### config.mk
export PLATFORM = sky130hd
export DESIGN_NAME = song_sequencer_flat
export DESIGN_NICKNAME = d
export VERILOG_FILES = /design/src/rtl/song_sequencer_if.sv /design/src/rtl/song_sequencer.sv /design/src/flat_wrapper.sv
export SDC_FILE = /design/constraint.sdc
export NUM_CORES = 1
export LEC_CHECK = 0
export CELL_PAD_IN_SITES_DETAIL_PLACEMENT = 1
export CELL_PAD_IN_SITES_GLOBAL_PLACEMENT = 2
export CORE_MARGIN = 2
export CORE_UTILIZATION = 36
export CTS_BUF_LIST = sky130_fd_sc_hd__clkbuf_16
export DETAILED_ROUTE_END_ITERATION = 7
export PLACE_DENSITY_LB_ADDON = 0.1
export SLEW_MARGIN = 20
export SYNTH_ARGS = -nofsm -noshare
export SYNTH_HDL_FRONTEND = slang
export SYNTH_SLANG_ARGS = --single-unit
export TNS_END_PERCENT = 20
### constraint.sdc
create_clock -name clk -period 3.5 [get_ports clk]
set_clock_uncertainty 0.1 [all_clocks]
set_input_delay 0.7 -clock clk [delete_from_list [all_inputs] [get_ports clk]]
set_output_delay 0.7 -clock clk [all_outputs]
set_load 0.03 [all_outputs]
### src/rtl/song_sequencer_if.sv
// song_sequencer_if: button-controller inputs, song ROM port and tone-generator outputs of the sequencer
interface song_sequencer_if #(parameter int IDX_W = 6);
  logic             enable;
  logic [1:0]       song_num;
  logic             pause;
  logic [IDX_W+1:0] rom_addr;
  logic [7:0]       rom_data;
  logic [4:0]       note;
  logic             playing;
  logic             song_done;
  modport master (
    input  enable, song_num, pause, rom_data,
    output rom_addr, note, playing, song_done
  );
  modport slave (
    output enable, song_num, pause, rom_data,
    input  rom_addr, note, playing, song_done
  );
endinterface

### src/rtl/song_sequencer.sv
// song_sequencer: steps through ROM note records, holding each note for its duration followed by a silent gap
module song_sequencer #(
  parameter int IDX_W          = 6,
  parameter int TICKS_PER_BEAT = 25_000_000,
  parameter int GAP_TICKS      = 2_000_000,
  parameter bit LOOP           = 1'b1
) (
  input logic              clk,
  input logic              rst_n,
  song_sequencer_if.master bus
);
  localparam int MAX_T = 7 * TICKS_PER_BEAT > GAP_TICKS ? 7 * TICKS_PER_BEAT : GAP_TICKS;
  localparam int CNT_W = $clog2(MAX_T + 1);
  localparam logic [CNT_W-1:0] TPB      = CNT_W'(TICKS_PER_BEAT);
  localparam logic [CNT_W-1:0] GAP_LAST = CNT_W'(GAP_TICKS - 1);
  typedef enum logic [2:0] {IDLE, FETCH, LOAD, PLAY, GAP, DONE} state_t;
  state_t           state, state_n;
  logic [CNT_W-1:0] cnt, cnt_n;
  logic [IDX_W-1:0] idx, idx_n;
  logic [1:0]       song, song_n;
  logic [4:0]       code, code_n;
  logic [2:0]       dur;
  logic             swap;
  assign dur  = bus.rom_data[7:5];
  assign swap = state != IDLE && bus.song_num != song;
  always_ff @(posedge clk or posedge rst_n)
    if (rst_n) begin
      state <= IDLE;
      cnt   <= '0;
      idx   <= '0;
      song  <= '0;
      code  <= '0;
    end else begin
      state <= state_n;
      cnt   <= cnt_n;
      idx   <= idx_n;
      song  <= song_n;
      code  <= code_n;
    end
  always_comb begin
    state_n = state;
    cnt_n   = cnt;
    idx_n   = idx;
    song_n  = song;
    code_n  = code;
    if (!bus.enable)
      state_n = IDLE;
    else if (state == IDLE || swap) begin
      state_n = FETCH;
      song_n  = bus.song_num;
      idx_n   = '0;
    end else
      case (state)
        FETCH: state_n = LOAD;
        LOAD:
          if (dur == '0)
            state_n = DONE;
          else begin
            state_n = PLAY;
            code_n  = bus.rom_data[4:0];
            cnt_n   = CNT_W'(dur) * TPB - 1'b1;
          end
        PLAY:
          if (!bus.pause) begin
            state_n = cnt == '0 ? GAP : PLAY;
            cnt_n   = cnt == '0 ? GAP_LAST : cnt - 1'b1;
          end
        GAP:
          if (!bus.pause) begin
            state_n = cnt != '0 ? GAP : &idx ? DONE : FETCH;
            cnt_n   = cnt == '0 ? cnt : cnt - 1'b1;
            idx_n   = cnt == '0 && !(&idx) ? idx + 1'b1 : idx;
          end
        DONE:
          if (LOOP) begin
            state_n = FETCH;
            idx_n   = '0;
          end
        default: state_n = IDLE;
      endcase
  end
  assign bus.rom_addr  = {song, idx};
  assign bus.note      = state == PLAY && !bus.pause && bus.enable && !swap ? code : '0;
  assign bus.playing   = (state == FETCH || state == LOAD || state == PLAY || state == GAP) && !bus.pause;
  assign bus.song_done = state_n == DONE && state != DONE;
endmodule

### src/flat_wrapper.sv
// flat-port wrapper written by rule: the top's interface ports become plain ports
module song_sequencer_flat 
#(
  parameter int IDX_W          = 6,
  parameter int TICKS_PER_BEAT = 25_000_000,
  parameter int GAP_TICKS      = 2_000_000,
  parameter bit LOOP           = 1'b1
)
  (clk, rst_n, bus_enable, bus_song_num, bus_pause, bus_rom_data, bus_rom_addr, bus_note, bus_playing, bus_song_done);
  song_sequencer_if #(.IDX_W(IDX_W)) bus_i ();
  input logic clk;
  input logic rst_n;
  input wire logic [$bits(bus_i.enable)-1:0] bus_enable;
  input wire logic [$bits(bus_i.song_num)-1:0] bus_song_num;
  input wire logic [$bits(bus_i.pause)-1:0] bus_pause;
  input wire logic [$bits(bus_i.rom_data)-1:0] bus_rom_data;
  output wire logic [$bits(bus_i.rom_addr)-1:0] bus_rom_addr;
  output wire logic [$bits(bus_i.note)-1:0] bus_note;
  output wire logic [$bits(bus_i.playing)-1:0] bus_playing;
  output wire logic [$bits(bus_i.song_done)-1:0] bus_song_done;
  assign bus_i.enable = bus_enable;
  assign bus_i.song_num = bus_song_num;
  assign bus_i.pause = bus_pause;
  assign bus_i.rom_data = bus_rom_data;
  assign bus_rom_addr = bus_i.rom_addr;
  assign bus_note = bus_i.note;
  assign bus_playing = bus_i.playing;
  assign bus_song_done = bus_i.song_done;
  song_sequencer #(.IDX_W(IDX_W), .TICKS_PER_BEAT(TICKS_PER_BEAT), .GAP_TICKS(GAP_TICKS), .LOOP(LOOP)) u_core (.clk(clk), .rst_n(rst_n), .bus(bus_i));
endmodule
==> results.md <==
- Root Buffer: clkbuf_16
- Fillers: 1241
- Yosys top cell area share: 29.20%
- Synth Warn #: 0
- Global-route usage over all layers: 23.69%
- Worst hold path class: flop to flop
- WP data arrival: 2.72 ns
- Per-cell routed wire length: 18.13 um
- Finished Core Util: 49.81%
- # DRC: 0
- Core ar.: 10230 um2
- Cells along the critical path: or4_4 -> or3_4 -> nor4b_4 -> a21oi_1 -> a2bb2oi_1 -> a211oi_2 -> nor2b_2 -> buf_6
- ANT cells: 0
- Power density over cell area: 445.0 nW/um2
- Die area: 11310 um2
- DR vias: 3944
- Relative slew margins: 33.79%
- Layout cells sized above 1: 26.19%
- Crit path buf inv count: 1
- Clock buffer depth: 2
- Clock transition at path regs: 0.07 ns
- Crit-path max FO: 2
- # nets final: 602
- Via density: 5.594
- CP top delay family: simple AND/OR/NAND/NOR gates
- Post-synthesis cell area: 3771 um2
- Minimum clock period: 3.523 ns
- TNS Setup: -0.02277 ns
- Worst endpoint required time: 2.70 ns
- RSZ-0062 raised after global routing: yes
- Synth top area cells: dfrtp_1, ha_1, nand2_1, a21oi_1, nor2_1
- Worst setup EP type: output pin
- CTS H-Tree Depth: 2
- Antenna-violating nets left: 0
- Synth async-reset ratio: 100.0%
- Total gr overflow: 0
- Worst Max-Slew Pin Slew: 0.9918 ns
- Die outline height: 106.4 um
- Num CTS Buffers: 5
- Setup WS post-layout: -0.02277 ns
- VDD IR-drop max: 0.2139 mV
- F_max: 0.2839 GHz
- Synth Area per Inst: 8.093 um2
- Max stage delay on crit path: 0.54 ns
- Post-synthesis sequential area ratio: 29.20%
- CTS tree: done
- DRT iter0 DRCs: 256
- Endpoints failing setup: 1
- Initial antenna violation count: 0
- Die Wd: 106.4 um
- Final Total Pwr: 2.268 mW
- Leakage: 2.202 nW
- Drt total wl: 12780 um
- Post-Syn Nets: 500
- Final Max Slew Viols: 0
- WS Path Type: flop to output pin
- DP Worst Slack: -0.6487 ns
- Ports: 29
- Hold_buf cts: 0
- Netlist cell types: 68
- Post-synth EDFFs: 0
- First-pass GRT wire length: 21360 um
- Synth Register Bits: 44
- Rows: 37
- Drt pass-1 iters: 4
- HPWL after detailed placement: 9804 um
- Mapped Cells: 466
- Failing checks: setup timing
- Final period utilization: 100.7%
- Layout Cells excl Fill: 705
- Status: finished, violations left
- Largest net degree at the start of global routing: 45
- Top-count cell post-synth: nand2_1
- Vias in the first global route: 4289
- Buffers on Ports: 28
- Area growth syn-to-layout: 35.14%
- Worst setup SP type: flop
- Max Cap Viol: 0
- Fin. Hold Viols: 0
- Synth area leader: dfrtp_1
- Dpl cells: 694
- Initial Utilization: 36.86%
- Clk sinks: 44
- Flop2flop setup slack: 0.53 ns
- Slowest CP cell: or4_4
- Top FF cell, synth: dfrtp_1
- Worst-Skew Late Latency: 0.30 ns
- Final RePlAce weighted congestion: 0.8676
- Commonest cells in the netlist: nand2_1, dfrtp_1, nor2_1, a21oi_1, nor3_1
## per-stage QoR
step | area (um2) | hold slack [ns]
after detailed placement | 4858 | 0.3596
after global routing | 5096 | 0.4059
after floorplan | 3847 | 0.3374
final | 5096 | 0.3713
after global placement | 4858 | 0.3496
after CTS | 5071 | 0.3770
## flip-flops by register name, indices dropped and copies added, names as in the netlist
register      count
u_core.state      3
u_core.idx        6
u_core.code       5
u_core.cnt       28
u_core.song       2
## final timing paths
check	start	to	cells past startpoint
setup reg to reg	u_core.cnt[1]$_DFFE_PP0P_	u_core.idx[5]$_DFFE_PP0P_	9
hold reg to reg	u_core.code[4]$_DFFE_PP0P_	u_core.code[4]$_DFFE_PP0P_	2
max in group asynchronous	rst_n	u_core.cnt[20]$_DFFE_PP0P_	2
min in group asynchronous	rst_n	u_core.cnt[3]$_DFFE_PP0P_	2
hold / removal	u_core.code[4]$_DFFE_PP0P_	u_core.code[4]$_DFFE_PP0P_	2
setup / recovery	u_core.cnt[11]$_DFFE_PP0P_	bus_song_done	8
## worst register-to-register path: cells and delay by family, from the launching register on
kind,cells,cell delay (ns)
AO/OA/AOI/OAI,3,0.39
adder cells (fa/ha/maj),1,0.19
buffers and inverters,1,0.13
flip-flops,1,0.40
AND/OR/NAND/NOR,4,1.67
## kinds of logic after synthesis
kind of cell	Yosys count	share of synthesized area, %
simple gates	199	28.60
compound gates	140	24.75
flops	44	29.20
buf+inv	40	4.313
fa+ha+maj	20	7.233
xor+xnor	19	4.413
mux	4	1.493
## final cells by class
class / instances / area, um2 / share of cell area [%]
Sequential cell: 44 / 1101 / 21.61
Clock inverter: 3 / 46.29 / 0.9084
Timing Repair Buffer: 118 / 954.7 / 18.73
Clock buffer: 5 / 125.1 / 2.455
Multi-Input combinational cell: 382 / 2635 / 51.71
Inverter: 17 / 63.81 / 1.252
Tap cell: 136 / 170.2 / 3.339
## cell usage in the layout, fill, tap and decap left out, drive strengths merged, types with 5 or more instances in the layout
| master | instances |
|---|---|
| buf | 99 |
| nand2 | 46 |
| dfrtp | 44 |
| nor2 | 41 |
| o21ai | 32 |
| a21oi | 31 |
| nor3 | 22 |
| clkdlybuf4s50 | 19 |
| inv | 18 |
| nand3 | 17 |
| ha | 17 |
| xnor2 | 14 |
| nor4 | 14 |
| a31oi | 10 |
| nor2b | 9 |
| and2 | 7 |
| o31ai | 7 |
| a211oi | 7 |
| or4 | 7 |
| nor4b | 6 |
| or2 | 5 |
| o22a | 5 |
| o22ai | 5 |
| a22o | 5 |
| clkbuf | 5 |
| xor2 | 5 |
| o21bai | 5 |
## where the power goes
| group | switching, mW | internal, mW | total, mW |
|---|---|---|---|
| Combinational | 0.489 | 0.472 | 0.961 |
| Sequential | 0.124 | 0.615 | 0.739 |
| Clock | 0.228 | 0.340 | 0.568 |
## routing by layer
layer / track usage, % / share of wire (%) / vias up
li1: - / - / 1932
met1: 30.40 / 47 / 1958
met2: 41.39 / 49 / 44
met3: 3.250 / 2.8 / 10
met4: 6.767 / 1.2 / 0
met5: 0 / 0 / -
## timing repair
item / in CTS / in global routing
endpoints found under the hold margin: 0 / 0
endpoints found under the setup margin: 11 / 10
pin swaps: 14 / 7
resized for setup: 19 / 5
buffers inserted: 3 / 0
(Power assumes the default switching activity.)
